==> src/rtl/cpu_decode_q.sv <==
// cpu_decode_q: queued, handshaked instruction decode stage sitting between fetch and execute.
// Define CPU_DECODE_STATS_EN to add the stat_decoded_o / stat_stall_o event counters.

`ifndef CPU_DECODE_Q_DEFS
`define CPU_DECODE_Q_DEFS
`define PCB_WIDTH 8
// Form-1 ops use their own opcode[13:8] value; form-2/3 ops reuse unassigned form-1 slots.
`define OP_NOP    6'h00
`define OP_LDI_L  6'h01
`define OP_MOV    6'h02
`define OP_JSRA   6'h03
`define OP_RET    6'h04
`define OP_ADD_L  6'h05
`define OP_PUSH   6'h06
`define OP_POP    6'h07
`define OP_LDA_L  6'h08
`define OP_STA_L  6'h09
`define OP_LD_L   6'h0a
`define OP_ST_L   6'h0b
`define OP_LDO_L  6'h0c
`define OP_STO_L  6'h0d
`define OP_CMP    6'h0e
`define OP_BAD    6'h0f
`define OP_SEX_B  6'h10
`define OP_SEX_S  6'h11
`define OP_ZEX_B  6'h12
`define OP_ZEX_S  6'h13
`define OP_INC    6'h14
`define OP_DEC    6'h15
`define OP_GSR    6'h16
`define OP_SSR    6'h17
`define OP_JSR    6'h19
`define OP_JMPA   6'h1a
`define OP_LDI_B  6'h1b
`define OP_LD_B   6'h1c
`define OP_LDA_B  6'h1d
`define OP_ST_B   6'h1e
`define OP_STA_B  6'h1f
`define OP_LDI_S  6'h20
`define OP_LD_S   6'h21
`define OP_LDA_S  6'h22
`define OP_ST_S   6'h23
`define OP_STA_S  6'h24
`define OP_JMP    6'h25
`define OP_AND    6'h26
`define OP_LSHR   6'h27
`define OP_ASHL   6'h28
`define OP_SUB_L  6'h29
`define OP_NEG    6'h2a
`define OP_OR     6'h2b
`define OP_NOT    6'h2c
`define OP_ASHR   6'h2d
`define OP_XOR    6'h2e
`define OP_MUL_L  6'h2f
`define OP_BEQ    6'h30
`define OP_BNE    6'h31
`define OP_BLT    6'h32
`define OP_BGT    6'h33
`define OP_BLTU   6'h34
`define OP_BGTU   6'h35
`define OP_LDO_B  6'h36
`define OP_STO_B  6'h37
`define OP_LDO_S  6'h38
`define OP_STO_S  6'h39
`define OP_BGE    6'h3a
`define OP_BLE    6'h3b
`define OP_BGEU   6'h3c
`define OP_BLEU   6'h3d
`endif

module cpu_decode_q #(
    parameter int unsigned DEPTH    = 2,
    parameter int unsigned BR_OFF_W = 10
) (
    input  logic                         clk_i,
    input  logic                         rst_i,
    input  logic                         flush_i,
    input  logic                         stall_i,
    input  logic                         valid_i,
    input  logic [15:0]                  opcode_i,
    input  logic [31:0]                  operand_i,
    input  logic [31:0]                  PC_i,
    output logic                         ready_o,
    output logic                         valid_o,
    output logic [5:0]                   op_o,
    output logic [3:0]                   riA_o,
    output logic [3:0]                   riB_o,
    output logic [3:0]                   register_write_index_o,
    output logic [31:0]                  operand_o,
    output logic [31:0]                  PC_o,
    output logic [`PCB_WIDTH-1:0]        pipeline_control_bits_o,
    output logic                         bad_o,
    output logic [$clog2(DEPTH+1)-1:0]   count_o
`ifdef CPU_DECODE_STATS_EN
    ,
    output logic [31:0]                  stat_decoded_o,
    output logic [31:0]                  stat_stall_o
`endif
);

    localparam int unsigned PtrW = $clog2(DEPTH);
    localparam int unsigned CntW = $clog2(DEPTH + 1);

    localparam logic [`PCB_WIDTH-1:0] PcbWrA    = 'h01;
    localparam logic [`PCB_WIDTH-1:0] PcbRdA    = 'h02;
    localparam logic [`PCB_WIDTH-1:0] PcbRdB    = 'h04;
    localparam logic [`PCB_WIDTH-1:0] PcbMemRd  = 'h08;
    localparam logic [`PCB_WIDTH-1:0] PcbMemWr  = 'h10;
    localparam logic [`PCB_WIDTH-1:0] PcbBranch = 'h20;
    localparam logic [`PCB_WIDTH-1:0] PcbLong   = 'h40;
    localparam logic [`PCB_WIDTH-1:0] PcbFlags  = 'h80;

    logic [15:0]     opc_mem [DEPTH];
    logic [31:0]     opd_mem [DEPTH];
    logic [31:0]     pc_mem  [DEPTH];
    logic [PtrW-1:0] wr_ptr_q, wr_ptr_d, rd_ptr_q, rd_ptr_d;
    logic [CntW-1:0] count_q, count_d;
    logic            push, pop;

    // Ready depends on occupancy only: a full queue never accepts, even if it pops this cycle.
    assign ready_o = (count_q != CntW'(DEPTH)) && !rst_i;
    assign push    = valid_i && ready_o && !flush_i;
    assign pop     = (count_q != '0) && (!valid_o || !stall_i) && !flush_i;
    assign count_o = count_q;

    always_comb begin
        wr_ptr_d = wr_ptr_q;
        rd_ptr_d = rd_ptr_q;
        count_d  = count_q;
        if (flush_i) begin
            wr_ptr_d = '0;
            rd_ptr_d = '0;
            count_d  = '0;
        end else begin
            if (push) wr_ptr_d = wr_ptr_q + PtrW'(1);
            if (pop)  rd_ptr_d = rd_ptr_q + PtrW'(1);
            if (push && !pop) begin
                count_d = count_q + CntW'(1);
            end else if (!push && pop) begin
                count_d = count_q - CntW'(1);
            end
        end
    end

    always_ff @(posedge clk_i or posedge rst_i) begin
        if (rst_i) begin
            wr_ptr_q <= '0;
            rd_ptr_q <= '0;
            count_q  <= '0;
        end else begin
            wr_ptr_q <= wr_ptr_d;
            rd_ptr_q <= rd_ptr_d;
            count_q  <= count_d;
        end
    end

    always_ff @(posedge clk_i) begin
        if (push) begin
            opc_mem[wr_ptr_q] <= opcode_i;
            opd_mem[wr_ptr_q] <= operand_i;
            pc_mem[wr_ptr_q]  <= PC_i;
        end
    end

    function automatic logic [5:0] form1_op(input logic [5:0] c);
        logic [5:0] r;
        r = c;
        if (c == 6'h0f || (c >= 6'h14 && c <= 6'h18) || (c >= 6'h30 && c <= 6'h35) ||
            c >= 6'h3a) begin
            r = `OP_BAD;
        end
        return r;
    endfunction

    function automatic logic is_long(input logic [5:0] op);
        case (op)
            `OP_LDI_L, `OP_LDI_B, `OP_LDI_S, `OP_LDA_L, `OP_LDA_B, `OP_LDA_S,
            `OP_STA_L, `OP_STA_B, `OP_STA_S, `OP_LDO_L, `OP_LDO_B, `OP_LDO_S,
            `OP_STO_L, `OP_STO_B, `OP_STO_S, `OP_JMPA, `OP_JSRA: return 1'b1;
            default: return 1'b0;
        endcase
    endfunction

    function automatic logic [`PCB_WIDTH-1:0] pcb_of(input logic [5:0] op);
        logic [`PCB_WIDTH-1:0] r;
        r = '0;
        case (op)
            `OP_ADD_L, `OP_AND, `OP_LSHR, `OP_ASHL, `OP_SUB_L, `OP_OR, `OP_ASHR, `OP_XOR,
            `OP_MUL_L:                               r = PcbWrA | PcbRdA | PcbRdB;
            `OP_MOV, `OP_NEG, `OP_NOT, `OP_SEX_B, `OP_SEX_S, `OP_ZEX_B,
            `OP_ZEX_S:                               r = PcbWrA | PcbRdB;
            `OP_LDI_L, `OP_LDI_B, `OP_LDI_S:        r = PcbWrA | PcbLong;
            `OP_LDA_L, `OP_LDA_B, `OP_LDA_S:        r = PcbWrA | PcbMemRd | PcbLong;
            `OP_STA_L, `OP_STA_B, `OP_STA_S:        r = PcbRdA | PcbMemWr | PcbLong;
            `OP_LD_L, `OP_LD_B, `OP_LD_S:           r = PcbWrA | PcbRdB | PcbMemRd;
            `OP_ST_L, `OP_ST_B, `OP_ST_S, `OP_PUSH: r = PcbRdA | PcbRdB | PcbMemWr;
            `OP_LDO_L, `OP_LDO_B, `OP_LDO_S:        r = PcbWrA | PcbRdB | PcbMemRd | PcbLong;
            `OP_STO_L, `OP_STO_B, `OP_STO_S:        r = PcbRdA | PcbRdB | PcbMemWr | PcbLong;
            `OP_CMP:                                 r = PcbRdA | PcbRdB | PcbFlags;
            `OP_POP:                                 r = PcbWrA | PcbRdA | PcbMemRd;
            `OP_JSRA:                                r = PcbBranch | PcbMemWr | PcbLong;
            `OP_JMPA:                                r = PcbBranch | PcbLong;
            `OP_JSR:                                 r = PcbBranch | PcbRdA | PcbMemWr;
            `OP_JMP:                                 r = PcbBranch | PcbRdA;
            `OP_RET:                                 r = PcbBranch | PcbMemRd;
            `OP_INC, `OP_DEC:                        r = PcbWrA | PcbRdA;
            `OP_GSR:                                 r = PcbWrA;
            `OP_SSR:                                 r = PcbRdA;
            `OP_BEQ, `OP_BNE, `OP_BLT, `OP_BGT, `OP_BLTU, `OP_BGTU, `OP_BGE, `OP_BLE,
            `OP_BGEU, `OP_BLEU:                      r = PcbBranch;
            default:                                 r = '0;
        endcase
        return r;
    endfunction

    logic [15:0] h;
    logic [31:0] h_opd, h_pc, br_off, dec_operand;
    logic [5:0]  dec_op;
    logic [3:0]  dec_ria;

    assign h     = opc_mem[rd_ptr_q];
    assign h_opd = opd_mem[rd_ptr_q];
    assign h_pc  = pc_mem[rd_ptr_q];

    always_comb begin
        dec_op      = `OP_BAD;
        dec_operand = '0;
        dec_ria     = h[15] ? h[11:8] : h[7:4];
        br_off      = {{(32 - BR_OFF_W){h[BR_OFF_W-1]}}, h[BR_OFF_W-1:0]};
        if (!h[15]) begin
            dec_op = form1_op(h[13:8]);
            if (is_long(dec_op)) dec_operand = h_opd;
        end else if (!h[14]) begin
            unique case (h[13:12])
                2'd0: dec_op = `OP_INC;
                2'd1: dec_op = `OP_DEC;
                2'd2: dec_op = `OP_GSR;
                2'd3: dec_op = `OP_SSR;
            endcase
            dec_operand = {24'h0, h[7:0]};
        end else begin
            dec_operand = br_off << 1;
            case (h[13:10])
                4'd0:    dec_op = `OP_BEQ;
                4'd1:    dec_op = `OP_BNE;
                4'd2:    dec_op = `OP_BLT;
                4'd3:    dec_op = `OP_BGT;
                4'd4:    dec_op = `OP_BLTU;
                4'd5:    dec_op = `OP_BGTU;
                4'd6:    dec_op = `OP_BGE;
                4'd7:    dec_op = `OP_BLE;
                4'd8:    dec_op = `OP_BGEU;
                4'd9:    dec_op = `OP_BLEU;
                default: dec_op = `OP_BAD;
            endcase
        end
    end

    logic                  valid_q, bad_q;
    logic [5:0]            op_q;
    logic [3:0]            ria_q, rib_q;
    logic [31:0]           operand_q, pc_q;
    logic [`PCB_WIDTH-1:0] pcb_q;

    always_ff @(posedge clk_i or posedge rst_i) begin
        if (rst_i) begin
            valid_q   <= 1'b0;
            op_q      <= `OP_NOP;
            bad_q     <= 1'b0;
            ria_q     <= '0;
            rib_q     <= '0;
            operand_q <= '0;
            pc_q      <= '0;
            pcb_q     <= '0;
        end else if (flush_i) begin
            valid_q <= 1'b0;
            op_q    <= `OP_NOP;
            bad_q   <= 1'b0;
        end else if (pop) begin
            valid_q   <= 1'b1;
            op_q      <= dec_op;
            bad_q     <= (dec_op == `OP_BAD);
            ria_q     <= dec_ria;
            rib_q     <= h[3:0];
            operand_q <= dec_operand;
            pc_q      <= h_pc;
            pcb_q     <= pcb_of(dec_op);
        end else if (!stall_i) begin
            // Consumed with nothing behind it: present a bubble.
            valid_q <= 1'b0;
            op_q    <= `OP_NOP;
            bad_q   <= 1'b0;
        end
    end

    assign valid_o                 = valid_q;
    assign op_o                    = op_q;
    assign bad_o                   = bad_q;
    assign riA_o                   = ria_q;
    assign riB_o                   = rib_q;
    assign register_write_index_o  = ria_q;
    assign operand_o               = operand_q;
    assign PC_o                    = pc_q;
    assign pipeline_control_bits_o = pcb_q;

`ifdef CPU_DECODE_STATS_EN
    logic [31:0] stat_decoded_q, stat_stall_q;

    always_ff @(posedge clk_i or posedge rst_i) begin
        if (rst_i) begin
            stat_decoded_q <= '0;
            stat_stall_q   <= '0;
        end else begin
            if (pop)                stat_decoded_q <= stat_decoded_q + 32'd1;
            if (valid_q && stall_i) stat_stall_q   <= stat_stall_q + 32'd1;
        end
    end

    assign stat_decoded_o = stat_decoded_q;
    assign stat_stall_o   = stat_stall_q;
`endif

endmodule

==> config.mk <==
export PLATFORM = sky130hd
export DESIGN_NAME = cpu_decode_q
export DESIGN_NICKNAME = d
export VERILOG_FILES = /design/src/rtl/cpu_decode_q.sv
export SDC_FILE = /design/constraint.sdc
export NUM_CORES = 1
export LEC_CHECK = 0
export ABC_AREA = 1
export BUFFER_PORTS_ARGS = -buffer_cell sky130_fd_sc_hd__buf_2
export CELL_PAD_IN_SITES_DETAIL_PLACEMENT = 0
export CELL_PAD_IN_SITES_GLOBAL_PLACEMENT = 1
export CORE_MARGIN = 1
export CORE_UTILIZATION = 44
export CTS_CLUSTER_SIZE = 30
export DETAILED_ROUTE_END_ITERATION = 8
export PLACE_DENSITY_LB_ADDON = 0.15
export RECOVER_POWER = 100
export SLEW_MARGIN = 20
export SYNTH_ARGS = -nofsm -noshare
export SYNTH_HDL_FRONTEND = slang
export SYNTH_SLANG_ARGS = --single-unit
==> constraint.sdc <==
create_clock -name clk_i -period 5.25 [get_ports clk_i]
set_input_delay 1.05 -clock clk_i [delete_from_list [all_inputs] [get_ports clk_i]]
set_output_delay 1.05 -clock clk_i [all_outputs]
set_load 0.05 [all_outputs]
## Yosys cells after proc, flatten, opt, wreduce, memory -nomap -nowiden

Memories as Yosys holds them, arrays and structs flattened. A register that Yosys moved wholly into a read port is not among the register bits.
Cells that the tools add are included.

| word-level totals | value |
|---|---|
| register bits after elaboration | 52 |
| bits in writable memories | 160 |
| memory bits (read-only) | 672 |
| bits of input ports | 85 |
| output and inout port bits | 95 |
| logic and storage cells | 84 |
| memories kept | 6 |

| cells by class | value |
|---|---|
| add/subtract/negate cells | 4 |
| $lt $le $gt $ge | 5 |
| eq/ne operators | 7 |
| multiplexer cells | 27 |
| bitwise gates (word level) | 1 |
| reduce and logical (&&, ||, !) cells | 25 |

Memories:

| name | depth | width | read ports | clocked after Yosys merged registers in | wr ports | RTL line | text |
|---|---|---|---|---|---|---|---|
| (name not given) | 64 | 8 | 1 | 1 | 0 | 187 | `case (op)` |
| (name not given) | 16 | 6 | 1 | 0 | 0 | 243 | `case (h[13:10])` |
| (name not given) | 64 | 1 | 1 | 0 | 0 | 176 | `case (op)` |
| opd_mem | 2 | 32 | 1 | 0 | 1 | 114 | `logic [31:0] opd_mem [DEPTH];` |
| pc_mem | 2 | 32 | 1 | 1 | 1 | 115 | `logic [31:0] pc_mem [DEPTH];` |
| opc_mem | 2 | 16 | 1 | 0 | 1 | 113 | `logic [15:0] opc_mem [DEPTH];` |

Operators by type and width:

| cell | count |
|---|---|
| 2-to-1 mux 32 bit | 3 |
| 2-to-1 mux 6 bit | 7 |
| case mux 6 bit (4 select lines) | 1 |
| equality test 6 x 4 -> 1 bit, second input constant | 2 |
| >= comparator 6 bit, second input constant | 2 |
| 2-to-1 mux 1 bit | 12 |
| logical AND 1 bit | 9 |
| >= comparator 6 x 5 -> 1 bit, second input constant | 1 |
| less-or-equal comparator 6 x 5 -> 1 bit, second input constant | 1 |
| less-or-equal comparator 6 bit, second input constant | 1 |
| logical NOT 1 bit | 6 |
| 2-to-1 mux 2 bit | 3 |
| nonzero test 2 bit | 3 |
| equality test 2 bit, second input constant | 2 |
| logical OR 1 bit | 4 |
| 2-to-1 mux 4 bit | 1 |
| inequality test 3 x 2 -> 1 bit, second input constant | 1 |
| nonzero test 3 bit | 1 |
| adder 1 bit, second input constant | 2 |
| adder 2 x 1 -> 2 bit, second input constant | 1 |
| equality test 2 x 1 -> 1 bit, second input constant | 1 |
| logical NOT 2 bit | 1 |
| inequality test 2 bit, second input constant | 1 |
| AND reduction 2 bit | 1 |
| 2 further kinds | 2 |

## Logic depth before layout (Yosys ltp)

An unclocked memory read counts as a cell.

| logic depth | value |
|---|---|
| depth in word-level cells | 12 |
| mapped depth | 22 |
| mapped depth without buffers | 20 |

## Worst setup path before layout

No wires, ideal clock.

| timing | value |
|---|---|
| path kind | input port to flip-flop |
| from | input port rst_i |
| to | memory opc_mem[0][0] (enable) |
| library setup time | 0.519 ns |
| arrival | 5.624 ns |
| slack | -0.892 ns |
| cell stages on the path | 5 |
| cell sequence | a21oi_1 > nand2_1 > nor2_1 > inv_1 > nor2_1 |

| on the way | value |
|---|---|
| word-level cells in the longest chain between the ends | 6 |

RTL lines:

| what | RTL line | text |
|---|---|---|
| start, declared | 76 | `input logic rst_i,` |
| logical NOT 1 bit (no line) | -- |  |
| logical AND 1 bit | 121 | `assign ready_o = (count_q != CntW'(DEPTH)) && !rst_i;` |
| logical AND 1 bit (2 in series) | 122 | `assign push = valid_i && ready_o && !flush_i;` |
| 2-to-1 mux 1 bit | 158 | `if (push) begin` |
| 2-to-1 mux 1 bit (implied by the code) | 159 | `opc_mem[wr_ptr_q] <= opcode_i;` |
| end, declared | 113 |  |

Every way passes these cells.

## Final worst setup path

| timing | value |
|---|---|
| from | register rd_ptr_q |
| to | register pcb_q[0] (netlist: pipeline_control_bits_o[0]) |

| on the way | value |
|---|---|
| word-level cells in the longest chain between the ends | 9 |

RTL lines:

| what | RTL line | text |
|---|---|---|
| start, declared | 116 | `logic [PtrW-1:0] wr_ptr_q, wr_ptr_d, rd_ptr_q, rd_ptr_d;` |
| start signal, assigned | 152 | `rd_ptr_q <= rd_ptr_d;` |
| memory read (2 x 16 bit) (*) | -- |  |
| >= comparator 6 x 5 -> 1 bit or less-or-equal comparator 6 x 5 -> 1 bit (tied branches) | 168 | `if (c == 6'h0f \|\| (c >= 6'h14 && c <= 6'h18) \|\| (c >= 6'h30 && c <= 6'h35) \|\|` |
| logical AND 1 bit | 168 |  |
| logical OR 1 bit (3 in series) | 168 |  |
| 2-to-1 mux 6 bit | 168 |  |
| 2-to-1 mux 6 bit | 230 | `if (!h[15]) begin` |
| 2-to-1 mux 6 bit (*) | 230 |  |
| end, declared | 263 | `` logic [`PCB_WIDTH-1:0] pcb_q; `` |

Every way passes the cells marked *; elsewhere a longest branch is shown, timed or not. The select of a mux whose other input is x is not followed.
A chain may end at the register's enable or synchronous reset.

==> flow_summary.ini <==
[setup_path]
cp_max_fo = 38
slowest_stage = inv_2
cpMostUsedCell = nand2_1
critical_path.max_stage_delay_ns = 0.63
path_cells = inv_2 -> buf_4 -> nand2_1 -> nand2_1 -> inv_1 -> nor2_1 -> nand3_1 -> nand2_1 -> clkinvlp_2 -> nand4_1 -> nand2_1 -> nor2_1 -> nor2_1 -> a21oi_1 -> nand2_1 -> nand3_1 -> nand2_1
register_to_register_path_setup_slack_ns = 1.01
arrival_ns = 4.64
reg2reg_from = rd_ptr_q
path_buf_inv = 4
timing.reg2reg.worst_path_depth = 17
crit_path_start_kind = flop
cp_data_required_time_ns = 5.65
critPathCaptureType = flop
worst-setup-path-type = reg2reg
worst_path_dominant_cell_family = simple AND/OR/NAND/NOR gates
worst_flop_to_flop_path_endpoint = pipeline_control_bits_o[0]

[timing]
final.period_utilization = 0.8085
finalSetupTns_ns = 0
timing.max_slew.rel_slack = -0.8648
fmax_mhz = 235.6
timing.final.max_slew_violations = 258
clock_skew_ns = 0.01216
fin_crit_ns = 4.245
report.final.hold_viol_count = 0
whs_ns = 0.4795
post-route-worst-setup-slack_ns = 1.005
setup_viol = 0
unrepaired_setup_endpoints_after_global_routing = no
worst_slew_pin_slew_ns = 2.782

[detailed_routing]
drt-initial-drc-count = 556
vias = 7658
dr.pass1.iters = 5
viasPerCell = 5.102
drcViolationCount = 0
number_of_antenna_violating_nets_in_the_routed_design = 0
wl_per_cell_um = 17.12
routed_wirelength_um = 25700

[floorplan]
die_area_um2 = 25330
boundaryPins = 180
fp.dieH_um = 159.2
initial_utilization = 0.4481
placeableCoreArea_um2 = 24250
die_w_um = 159.2
row_count = 57

[synth]
postSynthCellCount = 996
ys_types = 44
synth.net_count = 1092
edff_count_synth = 160
synth-seq-area-share = 0.6540
ys_seq_elements = 252
synth_top_flop_cell = edfxtp_1
syn_avg_cell_area_um2 = 10.91
netlist.top_cell.by_area = edfxtp_1
yosysWarningCount = 0
synth.most_common_cell = nand2_1
yosys-top-cells-area = edfxtp_1 (44%), dfrtp_1 (21%), nand2_1 (8.8%), nor2_1 (3.3%), o31ai_1 (2.4%)
synth_top_cells_by_count = nand2_1 (256), edfxtp_1 (160), nor2_1 (96), dfrtp_1 (92), nand3_1 (44)
synthArstFlopShare = 0.3651
post-synth-top-area-fraction = 0.4421
synth_area_um2 = 10870

[grt]
vias_in_the_first_global_route = 7230
initial_antenna_violation_count = 2
globalRouteOverflowTotal = 0
global_route_wire_length_before_repair_um = 40490
largest_net_degree_at_the_start_of_global_routing = 68
grt_util_all_layers = 0.2033

[place]
port-buffer-count = 179
dpl.hpwl_um = 16240
routabilityCongestion = 0.8923
setup_ws_pre_cts_ns = 1.442
post-place-cells = 1452

[min_path]
hold_start = PC_o[5]
holdPathStages = 2
hp-class = reg2reg
holdPathEnd = PC_o[5]

[clock_network]
clk-insertion-delay-late_ns = 0.52
clkSinkCount = 252
tritoncts = done
clock_tree.htree_level_count = 1
cts-root-to-sink-buffers = 3
numCtsBuffers = 27
worst_setup_hold_path_clk_slew_ns = 0.06
cts_hold_buf = 0
post_cts_setup_bufs = 0
ctsResizeCount = 0
cts_root_buffer = clkbuf_16

[layout]
syn_to_final_growth_pct = 16.49
post_route_cells_drive_above_1_share = 0.1419
stdcell_count = 1501
fin_nets = 1253
antenna_cells = 0

[run_status]
violations = max-capacitance violations, max-slew violations
outcome = finished, violations left

[pwr]
power.leakage_uw = 0.005136
ir_worst_vdd_v = 0.0003143
power.total_uw = 8505
areal_power_density_over_the_cells_nw_per_um2 = 671.9

[flow_run]
max-cap-violations = 6
per-stage QoR:
step | area, um2 | utilization
after detailed placement | 12030 | 0.4962
final | 12660 | 0.5220
after floorplan | 10870 | -
after global routing | 12660 | 0.5220
after global placement | 12030 | 0.4962
after CTS | 12890 | 0.5315
worst max path at each step:
stage / from / endpoint / cells past startpoint / slack, ns
floorplan: rst_i / opc_mem[0][0] / 5 / 0.41
global placement: rd_ptr_q / pipeline_control_bits_o[5] / 17 / 1.43
detailed placement: rd_ptr_q / pipeline_control_bits_o[5] / 17 / 1.44
CTS: rd_ptr_q / pipeline_control_bits_o[5] / 17 / 1.41
global route: stall_i / operand_o[18] / 8 / 0.55
finish: rd_ptr_q / pipeline_control_bits_o[0] / 17 / 1.01
logic make-up (layout without fill, tap and decap cells):
group	Yosys count	count (layout)	share of synthesized area
AND/OR/NAND/NOR	493	493	0.2015
flip-flops	252	252	0.6540
AO/OA/AOI/OAI	133	133	0.08359
buffers and inverters	98	279	0.04007
adder cells (fa/ha/maj)	11	11	0.01267
multiplexers	8	8	0.007369
XOR/XNOR	1	1	0.0008061
worst reg2reg max path, cell delays in order, from the launching register on:
cell and delay, ns:
dfrtp_4 0.62, inv_2 0.63, buf_4 0.42, nand2_1 0.08, nand2_1 0.17, inv_1 0.13
nor2_1 0.10, nand3_1 0.15, nand2_1 0.12, clkinvlp_2 0.25, nand4_1 0.15, nand2_1 0.37
nor2_1 0.38, nor2_1 0.07, a21oi_1 0.24, nand2_1 0.08, nand3_1 0.08, nand2_1 0.07
per-layer routing:
layer  routed length (um)  global-route usage
met4                  468             0.06163
met2                12240              0.3299
met3                 1421             0.03230
met5                   22                   0
met1                11550              0.2824
flip-flops by register name, indices dropped and copies added (netlist names):
signal                   flops
opd_mem                     64
pc_mem                      64
valid_o                      1
bad_o                        1
operand_o                   32
riB_o                        4
PC_o                        32
count_o                      2
wr_ptr_q                     1
register_write_index_o       4
rd_ptr_q                     1
opc_mem                     32
pipeline_control_bits_o      8
op_o                         6
where the power goes:
part           switching (uW)  internal [uW]
Combinational            3000            919
Clock                     726           1080
Sequential                262           2520
Total                    3980           4520
cells in the final DEF, fill, tap and decap left out, drive strengths merged:
cell type | netlist | layout
or2 | 39 | 39
a31oi | 1 | 1
o311ai | 1 | 1
o221a | 7 | 7
buf | 26 | 59
dfrtp | 92 | 92
a21oi | 16 | 16
clkbuf | 32 | 172
o21bai | 1 | 1
nand4 | 39 | 39
mux2i | 8 | 8
o31ai | 35 | 35
nand3b | 1 | 1
inv | 40 | 38
clkinv | 0 | 5
o21a | 1 | 1
nor3 | 2 | 2
edfxtp | 160 | 160
a31o | 1 | 1
a211oi | 1 | 1
ha | 11 | 11
xor2 | 1 | 1
o22ai | 1 | 1
a21boi | 32 | 32
nand3 | 48 | 48
bufinv | 0 | 1
clkinvlp | 0 | 4
nor2 | 98 | 98
o211ai | 1 | 1
o21ai | 35 | 35
nand2 | 266 | 266
layout make-up:
type	count	area, um2
tap	324	405.4
clock buffer	41	788.3
timing repair buffer	190	802.0
inverter	40	153.9
fill	2242	11590
sequential	252	7111
multi-input combinational	646	3331
clock inverter	8	67.56
Power figures use the tool's default switching activity.
